`config.mk`:
```
export PLATFORM = sky130hd
export DESIGN_NAME = serial_word_tx
export DESIGN_NICKNAME = d
export VERILOG_FILES = /design/src/rtl/serial_word_tx_pkg.sv /design/src/rtl/serial_word_tx_bit_down_counter.sv /design/src/rtl/serial_word_tx.sv
export SDC_FILE = /design/constraint.sdc
export NUM_CORES = 1
export LEC_CHECK = 0
export CORE_UTILIZATION = 48
export CTS_CLUSTER_SIZE = 40
export DETAILED_ROUTE_END_ITERATION = 8
export PLACE_DENSITY = 0.73
export SYNTH_ARGS = -nofsm -noshare
export SYNTH_HDL_FRONTEND = slang
export SYNTH_SLANG_ARGS = --single-unit
```
`constraint.sdc`:
```
create_clock -name clk -period 4.9 [get_ports clk]
set_clock_uncertainty 0.15 [all_clocks]
set_input_delay 0.735 -clock clk [delete_from_list [all_inputs] [get_ports clk]]
set_output_delay 0.735 -clock clk [all_outputs]
set_load 0.01 [all_outputs]
```
`src/rtl/serial_word_tx_pkg.sv`:
```
// Shared state encoding for the serial word transmitter.
// 2'b11 is unused; the FSM steers it back to idle on the next edge.
package serial_word_tx_pkg;

   typedef enum logic [1:0] {
      ST_IDLE  = 2'b00,
      ST_SHIFT = 2'b01,
      ST_DONE  = 2'b10
   } state_e;

endpackage

```
`src/rtl/serial_word_tx_bit_down_counter.sv`:
```
// Loadable down counter with zero flag; load wins over decrement.
// Decrement saturates at zero so the count never wraps.
module bit_down_counter #(
   parameter int CNT_W = 5
) (
   input  logic             clk,
   input  logic             reset,
   input  logic             load,
   input  logic [CNT_W-1:0] load_val,
   input  logic             dec,
   output logic             zero
);

   logic [CNT_W-1:0] cnt_q, cnt_d;

   always_comb begin
      cnt_d = cnt_q;
      if (load) begin
         cnt_d = load_val;
      end else if (dec && (cnt_q != '0)) begin
         cnt_d = cnt_q - 1'b1;
      end
   end

   always_ff @(posedge clk or posedge reset) begin
      if (reset) begin
         cnt_q <= '0;
      end else begin
         cnt_q <= cnt_d;
      end
   end

   assign zero = (cnt_q == '0);

endmodule

```
`src/rtl/serial_word_tx.sv`:
```
// Parallel-in serial-out transmitter: MSB first on D_out with E_out strobe, one cycle after accept.
// No backpressure: start is taken only in idle, otherwise dropped; one word per WIDTH+2 cycles.
module serial_word_tx
   import serial_word_tx_pkg::*;
#(
   parameter int WIDTH = 8,
   parameter int CNT_W = 5
) (
   input  logic             clk,
   input  logic             reset,
   input  logic             start,
   input  logic [WIDTH-1:0] data_in,
   output logic             D_out,
   output logic             E_out,
   output logic             busy,
   output logic             done
);

   state_e           state_q, state_d;
   logic [WIDTH-1:0] shreg_q, shreg_d;
   logic             d_out_q, d_out_d;
   logic             e_out_q, e_out_d;
   logic             busy_q, busy_d;
   logic             done_q, done_d;
   logic             cnt_load, cnt_dec, cnt_zero;

   bit_down_counter #(
      .CNT_W(CNT_W)
   ) u_bit_cnt (
      .clk     (clk),
      .reset   (reset),
      .load    (cnt_load),
      .load_val(CNT_W'(WIDTH - 1)),
      .dec     (cnt_dec),
      .zero    (cnt_zero)
   );

   always_comb begin
      state_d  = state_q;
      shreg_d  = shreg_q;
      cnt_load = 1'b0;
      cnt_dec  = 1'b0;
      case (state_q)
         ST_IDLE: begin
            if (start) begin
               shreg_d  = data_in;
               cnt_load = 1'b1;
               state_d  = ST_SHIFT;
            end
         end
         ST_SHIFT: begin
            shreg_d = shreg_q << 1;
            cnt_dec = 1'b1;
            if (cnt_zero) begin
               state_d = ST_DONE;
            end
         end
         ST_DONE: begin
            state_d = ST_IDLE;
         end
         default: begin
            state_d = ST_IDLE;
            shreg_d = '0;
         end
      endcase

      // Outputs are registered from the next state so they line up with it (Moore).
      e_out_d = (state_d == ST_SHIFT);
      d_out_d = (state_d == ST_SHIFT) ? shreg_d[WIDTH-1] : 1'b0;
      busy_d  = (state_d == ST_SHIFT) || (state_d == ST_DONE);
      done_d  = (state_d == ST_DONE);
   end

   always_ff @(posedge clk or posedge reset) begin
      if (reset) begin
         state_q <= ST_IDLE;
         shreg_q <= '0;
         d_out_q <= 1'b0;
         e_out_q <= 1'b0;
         busy_q  <= 1'b0;
         done_q  <= 1'b0;
      end else begin
         state_q <= state_d;
         shreg_q <= shreg_d;
         d_out_q <= d_out_d;
         e_out_q <= e_out_d;
         busy_q  <= busy_d;
         done_q  <= done_d;
      end
   end

   assign D_out = d_out_q;
   assign E_out = e_out_q;
   assign busy  = busy_q;
   assign done  = done_q;

endmodule

```
### Yosys cells after proc, flatten, opt, wreduce, memory -nomap -nowiden

Index checks and enable logic that the tools add are counted.

* multiplexer cells: 11
* equal/unequal tests: 5
* reduce and logical (&&, ||, !) cells: 7
* bitwise gates (word level): 1
* $add $sub $neg: 1

Operators by type and width (count)
* $pmux 8 s3: 1
* $mux 5: 2
* $mux 8: 1
* $logic_not 5->1: 1
* $reduce_bool 5->1: 1
* $sub 5x1->5 const B: 1
* $eq 2x1->1 const B: 2
* $eq 2x2->1 const B: 2
* $mux 1: 4
* $mux 2: 2
* $pmux 2 s2: 1
* $logic_not 2->1: 1
* $ne 2x2->1 const B: 1
* $reduce_and 2->1: 1
* $reduce_bool 2->1: 1
* $logic_and 1x1->1: 1
* $logic_or 1x1->1: 1
* $not 1->1: 1

* output and inout port bits: 4
* bits of input ports: 11
* word-level logic and storage cells: 33
* register bits after elaboration: 19

### Logic depth before layout (Yosys ltp)

Gate-level depths: netlist (run 1).

* word-level depth: 5
* mapped depth: 7
* mapped depth without buffers: 7

### By module

Synthesis (run 1) repeated with hierarchy kept, for this count alone.

* cell total of the unflattened synthesis: 87
* area, all modules: 914.6 um^2

By module, submodules not included
* serial_word_tx: area an instance 611.8 um^2, seq. area each 350.3 um^2, cells an instance 54, instances 1
* bit_down_counter: area an instance 302.8 um^2, seq. area each 125.1 um^2, cells an instance 33, instances 1

### Worst setup path before layout (run 1)

Ideal clock, no wire load.

* path kind: input to register
* from: input start
* to: register busy_q (netlist: busy)
* path buffers: 1
* library setup time: 0.113 ns
* cell stages on the path: 6
* data required time: 4.637 ns
* arrival: 1.553 ns
* path slack: 3.084 ns
* path through: nor2b_1 > buf_2 > nand2b_1 > and2_1 > ha_1 > inv_1

* cells in the longest elaborated chain, start to end: 4
* elaborated cells between the ends (all ways): 5
* classes of those cells: eq/ne (2); mux (2); reduce/logical (1)

RTL lines
* start, declared: line serial_word_tx.sv:11 `input logic start,`
* $mux 2 (*): line serial_word_tx.sv:45 `if (start) begin`
* $pmux 2 s2 (*): line serial_word_tx.sv:43 `case (state_q)`
* $eq 2x1->1 or $eq 2x2->1 (tied branches): line serial_word_tx.sv:70 `busy_d = (state_d == ST_SHIFT) || (state_d == ST_DONE);`
* $logic_or 1x1->1 (*): line serial_word_tx.sv:70
* named net busy_d: line serial_word_tx.sv:23 `logic busy_q, busy_d;`
* end signal, assigned: line serial_word_tx.sv:87 `busy_q <= busy_d;`
* end, declared: line serial_word_tx.sv:23

Mark *: on every way through the listed nets, which the timed path passes. The rest lies on a longest branch.
A chain may end at the register's enable or synchronous reset.

### Final worst setup path (run 1)

Same ends and word-level chain as after synthesis.

==> results_dict.tcl, run 1 <==
set metrics [dict create \
    outcome "complete, no violations" \
    endpoint_kind "register" \
    drt_first_pass_iters 3 \
    synth_compound_area_share_pct 13.59 \
    routed_via_density 5.116 \
    hold_start "shreg_q[4]" \
    ctsHoldBuffers 0 \
    wl_per_cell_um 12.64 \
    setup_tns_ns 0 \
    cts.repair.resized 0 \
    hp-class "register to register" \
    post-route-util_pct 62.01 \
    yosys-top-cells-area "dfrtp_1 (53%), mux2i_1 (7.8%), ha_1 (4.2%), nand2_1 (2.9%), nor2_1 (2.5%)" \
    final_area_um2 1082 \
    synth-simple-area-share_pct 17.75 \
    antenna_found_initial 0 \
    post_dp_cell_area_um2 1056 \
    portBuffers 14 \
    nets 111 \
    criticalPathCategory "input pin to register" \
    peakVddDrop_mv 0.3062 \
    core_area_um2 1745 \
    clk_pin_slew_ns 0.11 \
    drive_gt1_share_pct 6.250 \
    syn_area_per_cell_um2 11.14 \
    gr-total-overflow 0 \
    yosysTopAreaCell "dfrtp_1" \
    maxSlewViolCount 0 \
    synth_fa_ha_area_share_pct 4.161 \
    hold_slack_ns 0.3466 \
    max_slew_margin_pct 46.08 \
    fin_crit_ns 2.572 \
    dp_slack_ns 2.041 \
    ioPinCount 15 \
    setup_ws_ns 2.328 \
    syn-cell-area_um2 902.1 \
    die_height_um 45.35 \
    wirelength_um 1530 \
    grt_pass1_wl_um 2649 \
    synth.area.mux_share_pct 7.767 \
    vias 619 \
    crit_start "start" \
    hold_viol 0 \
    synth_top_family_by_area "simple AND/OR/NAND/NOR gates" \
    grt_max_degree 20 \
    path_max_fanout 8 \
    gp_congestion 0.7599 \
    seq_area_frac_synth_pct 52.70 \
    start_util_pct 51.68 \
    cts_tree "done" \
    post_cts_buffers 0 \
    cts.sinks 19 \
    cts_buffers 3 \
    power_mw 0.5668 \
    synth_ff_type "dfrtp_1" \
    syn-num-nets 95 \
    drt_iter0_markers 10 \
    dp_hpwl_um 1078 \
    setup_viol 0 \
    synth_common_cells "dfrtp_1 (19), mux2i_1 (7), nand2_1 (7), nor2_1 (6), inv_1 (5)" \
    area_delta_synth_final_pct 19.97 \
    postSynthCellCount 81 \
    period_share_pct 52.48 \
    yosysMostFrequentCell "dfrtp_1" \
    ctsLongestPathBuffers 2 \
    synth_xor_area_share_pct 0 \
    grt_pass1_vias 595 \
    cp.required_ns 4.94 \
    maxCapViolCount 0 \
    start_kind "input pin" \
    worstMarginPinSlew_ns 0.8072 \
    cp.arrival_ns 2.62 \
    async_flop_share_pct 100.0 \
    fp.dieArea_um2 2057 \
    cellPowerDensity_nw_per_um2 523.7 \
    synth_top_area_share_pct 52.70 \
    postRouteAntennaNets 0 \
    synth-seq-cells 19 \
    p_leak_nw 0.4858 \
    num_rows 15 \
    synth_edf_count 0 \
    clock_latency_ns 0.29 \
    fin_cells 121 \
    antenna_cells 0 \
    rr_startpoint "state_q[1]" \
    h-tree-depth 1 \
    rsz0062_at_grt "false" \
    yosysUniqueCellTypes 28 \
    yosys_warnings 0 \
    place_inst 117 \
    drc_errors 0 \
    cts_root_buffer "clkbuf_4" \
    clock.fmax_mhz 388.9 \
    grt_usage_pct 18.46 \
    die_w_um 45.35 \
    nFillCells 152 \
]
## per-layer routing
layer  up-vias  global-route usage, %  part of all wire (%)
met3         4                  4.800                   4.4
met5         -                      0                     0
met1       289                  25.91                    51
met4         0                  9.697                   1.5
met2        12                  26.09                    43
li1        314                      -                     -
## kinds of logic after synthesis
group                      count (synthesis)
AOI/OAI and AO/OA                         15
adders and majority gates                  3
buffers and inverters                      8
DFF                                       19
muxes                                      7
and+or+nand+nor                           29
## layout make-up
class	count	area, µm²	share of cell area, %
repair buffers	14	140.1	12.95
clock buffers	4	26.28	2.428
inverters	5	18.77	1.734
well taps	25	31.28	2.890
flip-flops and latches	19	475.5	43.93
multi-input cells	54	390.4	36.07
## power breakdown
part           leakage (nW)  internal [mW]  switching (mW)
clock network        0.0150         0.0317          0.0464
logic                 0.232          0.118           0.103
registers             0.238          0.214          0.0531
total                 0.486          0.364           0.203
## worst paths after layout
check	endpoint	slack (ns)	cells after the start
setup reg to reg	busy	2.83	5
min in group asynchronous	shreg_q[2]	0.69	2
max in group asynchronous	busy	3.45	2
hold reg to reg	shreg_q[5]	0.35	2
hold / removal	shreg_q[5]	0.35	2
setup / recovery	busy	2.33	6
## worst max-delay path: stages
cell and delay (ns):
clkdlybuf4s50_1 0.53, nor2b_1 0.67, nand2b_1 0.19, and2_1 0.19, ha_1 0.27, inv_1 0.04
## state kept, by name, indices dropped and copies added, names as in the netlist
register,flops
shreg_q,8
state_q,2
done,1
busy,1
D_out,1
u_bit_cnt.cnt_q,5
E_out,1
## cell usage in the layout (no fill, tap or decap), drive strengths merged, types with 2 or more instances in the layout
cell / n
nor3b: 2
dfrtp: 19
and2: 2
clkdlybuf4s50: 14
o31ai: 2
clkbuf: 4
a22oi: 2
nor2b: 3
inv: 5
nor2: 6
o21ai: 5
mux2i: 7
nand2b: 3
o31a: 2
nand2: 7
ha: 3
o2bb2ai: 2
Power figures use the tool's default switching activity.
==> run 2, diff against run 1 <==
- clock period: 4.9 -> 2.38 ns (I/O delays scaled with it)
==> run 2 against run 1 <==
Against the previous run: global-route usage shrank 0.38 points; critical path depth increased by 1; non-clock buffer count increased by 2; first-iteration DRC count fell by 70%; sequential share of layout area fell by 0.60 points; core utilization rose by 0.86 points; die area unchanged; register-to-register slack got worse by 2.4 ns; setup slack got worse by 1.9 ns; total power increased by 110%; clock power increased by 100%; final area increased by 1.4%; critical endpoint is now D_out; highest routed layer unchanged.
==> results_dict.tcl, run 2 (same netlist as run 1, synthesis figures left out) <==
set metrics [dict create \
    start_kind "register" \
    final_area_um2 1097 \
    cellPowerDensity_nw_per_um2 1075 \
    grt_usage_pct 18.07 \
    fin_crit_ns 1.908 \
    clock.fmax_mhz 524.1 \
    antenna_cells 0 \
    antenna_found_initial 0 \
    r2r_cells 7 \
    rr_startpoint "u_bit_cnt.cnt_q[0]" \
    drt_first_pass_iters 4 \
    h-tree-depth 1 \
    die_w_um 45.35 \
    cp.arrival_ns 1.94 \
    p_leak_nw 0.4952 \
    criticalPathCategory "register to register" \
    drt_iter0_markers 3 \
    hold_slack_ns 0.3131 \
    period_share_pct 80.17 \
    wirelength_um 1532 \
    vias 638 \
    ctsLongestPathBuffers 2 \
    outcome "complete, no violations" \
    cts_root_buffer "clkbuf_4" \
    post_dp_cell_area_um2 1071 \
    cts.sinks 19 \
    wl_per_cell_um 12.46 \
    portBuffers 14 \
    final_common_cell "dfrtp_1" \
    postRouteAntennaNets 0 \
    routed_via_density 5.187 \
    post_cts_buffers 0 \
    area_delta_synth_final_pct 21.64 \
    peakVddDrop_mv 0.6413 \
    fp.dieArea_um2 2057 \
    hold_viol 0 \
    grt_pass1_vias 615 \
    cp.required_ns 2.41 \
    core_area_um2 1745 \
    ctsHoldBuffers 0 \
    largest_reg_flops 8 \
    worstMarginPinSlew_ns 0.6928 \
    endpoint_kind "register" \
    maxCapViolCount 0 \
    hp-class "input pin to async pin" \
    drc_errors 0 \
    r2r_slack_ns 0.47 \
    drive_gt1_share_pct 8.163 \
    rsz0062_at_grt "false" \
    start_util_pct 51.68 \
    setup_viol 0 \
    path_max_fanout 5 \
    nets 113 \
    layout_common_cells "dfrtp_1 (19), clkdlybuf4s50_1 (14), mux2i_1 (7), nand2_1 (7), nor2_1 (6)" \
    cts_buffers 3 \
    max_slew_margin_pct 53.76 \
    cts.repair.resized 0 \
    reg_top3 "shreg_q x8, u_bit_cnt.cnt_q x5, state_q x2" \
    grt_max_degree 20 \
    gp_congestion 0.7713 \
    die_height_um 45.35 \
    grt_pass1_wl_um 2594 \
    clk_pin_slew_ns 0.10 \
    r2r-end "D_out" \
    dp_hpwl_um 1132 \
    maxSlewViolCount 0 \
    clock_latency_ns 0.29 \
    num_rows 15 \
    cts_tree "done" \
    top_register "shreg_q" \
    setup_tns_ns 0 \
    ioPinCount 15 \
    gr-total-overflow 0 \
]
run 2: per-stage QoR:
step	utilization [%]	power [mW]	setup WS, ns	instances
floorplan	-	0.8789	0.7149	81
global placement	61.36	1.018	0.4812	119
detailed placement	61.36	1.034	0.4462	119
CTS	62.87	1.189	0.4629	123
global route	62.87	1.284	0.3532	123
finish	62.87	1.180	0.4720	123
run 2: how the worst max path moves through the flow:
| stage | cells past startpoint | startpoint | to |
|---|---|---|---|
| 2_1_floorplan | 7 | u_bit_cnt.cnt_q[0] | D_out |
| 3_3_place_gp | 5 | start | shreg_q[7] |
| 3_5_place_dp | 5 | start | shreg_q[7] |
| 4_1_cts | 7 | u_bit_cnt.cnt_q[0] | D_out |
| 5_1_grt | 7 | u_bit_cnt.cnt_q[0] | D_out |
| 6_report | 7 | u_bit_cnt.cnt_q[0] | D_out |
run 2: power by group:
group	switching, mW	internal (mW)
clock network	0.0919	0.0651
logic	0.234	0.254
registers	0.0927	0.442
run 2: final cells by class:
type,instances,area (µm²)
Fill cell,150,648.1
Sequential cell,19,475.5
Multi-Input combinational cell,54,390.4
Timing Repair Buffer,16,155.1
Tap cell,25,31.28
Clock buffer,4,26.28
Inverter,5,18.77
run 2: worst max-delay path, stage by stage, from the launching register on:
cell and delay (ns):
dfrtp_1 0.43, inv_1 0.07, ha_1 0.19, nand2b_1 0.13, nor4_1 0.42, inv_1 0.10, ha_1 0.21, o31a_1 0.10
run 2: per-layer routing:
| layer | global-route usage (%) | vias to the layer above | share of wire (%) |
|---|---|---|---|
| met5 | 0 | - | 0 |
| met4 | 9.091 | 0 | 1.4 |
| met3 | 2.400 | 4 | 3.9 |
| met2 | 28.70 | 11 | 47 |
| met1 | 24.16 | 305 | 48 |
| li1 | - | 318 | - |
==> run 3, diff against run 2 <==
- CORE_UTILIZATION: 48 -> 45
- PLACE_DENSITY: 0.73 -> 0.72
- clock period: 2.38 -> 1.7 ns (I/O delays scaled with it)
==> run 3 against run 2 <==
Against the previous run: clock power is 42% higher; sequential share of layout area decreased by 4.4 points; via count up 9.1%; largest cell class unchanged.
==> results_dict.tcl, run 3 (same netlist as run 1, synthesis figures left out) <==
set metrics [dict create \
    outcome "complete, no violations" \
    num_rows 15 \
    setup_viol 0 \
    largest_reg_flops 8 \
    fp.dieArea_um2 2188 \
    vias 696 \
    grt_max_degree 20 \
    postRouteAntennaNets 0 \
    start_util_pct 50.07 \
    endpoint_kind "register" \
    dp_hpwl_um 1183 \
    cts.sinks 19 \
    grt_usage_pct 18.01 \
    gp_congestion 0.7618 \
    ioPinCount 15 \
    worstMarginPinSlew_ns 0.3629 \
    core_area_um2 1802 \
    drt_iter0_markers 14 \
    regArea_um2 475.5 \
    reg_top3 "shreg_q x8, u_bit_cnt.cnt_q x5, state_q x2" \
    grt_pass1_wl_um 2718 \
    antenna_found_initial 0 \
    drc_errors 0 \
    dr_wl_met2_um 832 \
    clk_pin_slew_ns 0.11 \
    wirelength_um 1764 \
    final_common_cell "dfrtp_1" \
    nets 124 \
    peakVddDrop_mv 0.9783 \
    clock.fmax_mhz 614.0 \
    antenna_cells 0 \
    hp-class "input pin to async pin" \
    nFillCells 149 \
    cp.required_ns 1.75 \
    grt_pass1_vias 621 \
    drt_first_pass_iters 5 \
    cts_root_buffer "clkbuf_4" \
    gr-total-overflow 0 \
    clock_latency_ns 0.29 \
    top_layer_used "met4" \
    cellPowerDensity_nw_per_um2 1551 \
    layout_common_cells "dfrtp_1 (19), clkdlybuf4s50_1 (14), buf_4 (13)" \
    area_delta_synth_final_pct 35.23 \
    wl_met1_um 878 \
    top_register "shreg_q" \
    cp.arrival_ns 1.68 \
    portBuffers 14 \
    drive_gt1_share_pct 24.77 \
    maxSlewViolCount 0 \
    wl_per_cell_um 13.16 \
    maxCapViolCount 0 \
    cts_buffers 3 \
    period_share_pct 95.81 \
    die_w_um 46.78 \
    ctsLongestPathBuffers 2 \
    start_kind "register" \
    multiInputGateArea_um2 429.2 \
    routed_via_density 5.194 \
    crit_start "state_q[1]" \
    rr_startpoint "state_q[1]" \
    h-tree-depth 1 \
    hold_slack_ns 0.1311 \
    max_slew_margin_pct 75.46 \
    path_max_fanout 7 \
    p_leak_nw 0.5577 \
    wl_met3_um 48 \
    die_height_um 46.78 \
    cts_tree "done" \
    hold_viol 0 \
    power_mw 1.892 \
    fin_crit_ns 1.629 \
    criticalPathCategory "register to register" \
]
==> run 3: cell types whose count changed in the layout (fill, tap and decap cells not counted) <==
cell | previous run | this run
buf_4 | 2 | 13
ha_1 | 3 | 1
nand2b_1 | 3 | 1
nand2b_4 | 0 | 2
clkbuf_1 | 1 | 0
clkinv_2 | 0 | 1
ha_2 | 0 | 1
ha_4 | 0 | 1
inv_1 | 5 | 4
inv_2 | 0 | 1
nand2_1 | 7 | 6
nand2_2 | 0 | 1
nor4_1 | 1 | 0
nor4_2 | 0 | 1
==> run 3: cell type report <==
class | instances | area share [%]
Clock buffer | 3 | 1.846
Sequential cell | 19 | 38.97
Multi-Input combinational cell | 54 | 35.18
Tap cell | 25 | 2.564
Timing Repair Buffer | 27 | 19.49
Inverter | 5 | 1.538
Clock inverter | 1 | 0.4103
==> run 3: worst max-delay path, stage by stage (launching register included) <==
cell and delay [ns]:
dfrtp_1 0.45, and2b_4 0.35, o31ai_4 0.11, and2_1 0.18, ha_1 0.27, inv_1 0.04
==> run 3: worst paths after layout <==
check | to | slack, ns | depth (start not counted)
setup / recovery | busy | 0.07 | 5
hold / removal | E_out | 0.13 | 3
setup reg to reg | busy | 0.07 | 5
hold reg to reg | shreg_q[3] | 0.34 | 2
max in group asynchronous | shreg_q[1] | 1.06 | 3
min in group clk | shreg_q[3] | 0.34 | 2
==> run 3: report_power, final <==
| part | leakage [nW] | switching [mW] | internal [mW] |
|---|---|---|---|
| registers | 0.238 | 0.116 | 0.618 |
| logic | 0.302 | 0.418 | 0.517 |
| clock network | 0.0177 | 0.135 | 0.0874 |
==> run 3: per-stage QoR <==
step           worst slack [ns]  instances  utilization, %  cell area (µm²)  TNS [ns]
2_1_floorplan           0.03494         81               -            902.1         0
3_3_place_gp           -0.03642        128           63.19             1139  -0.05236
3_5_place_dp           -0.05529        128           63.19             1139  -0.08779
4_1_cts                 0.02448        134           66.25             1194         0
5_1_grt                -0.01059        134           67.71             1220  -0.01716
6_report                0.07120        134           67.71             1220         0
==> run 3: per-layer routing <==
layer	vias to the layer above	GRT usage, %
met3	2	3.462
met4	0	6.857
met5	-	0
met1	338	24.81
li1	343	-
met2	13	28.33
==> run 3: what timing repair did <==
| action | in CTS | in global routing |
|---|---|---|
| setup endpoints to repair | 1 | 4 |
| pin swaps | 3 | 2 |
| hold endpoints to repair | 0 | 0 |
| hold buffers | 0 | 0 |
| resized for setup | 3 | 5 |
| gates cloned | 0 | 0 |
| buffers inserted | 2 | 0 |
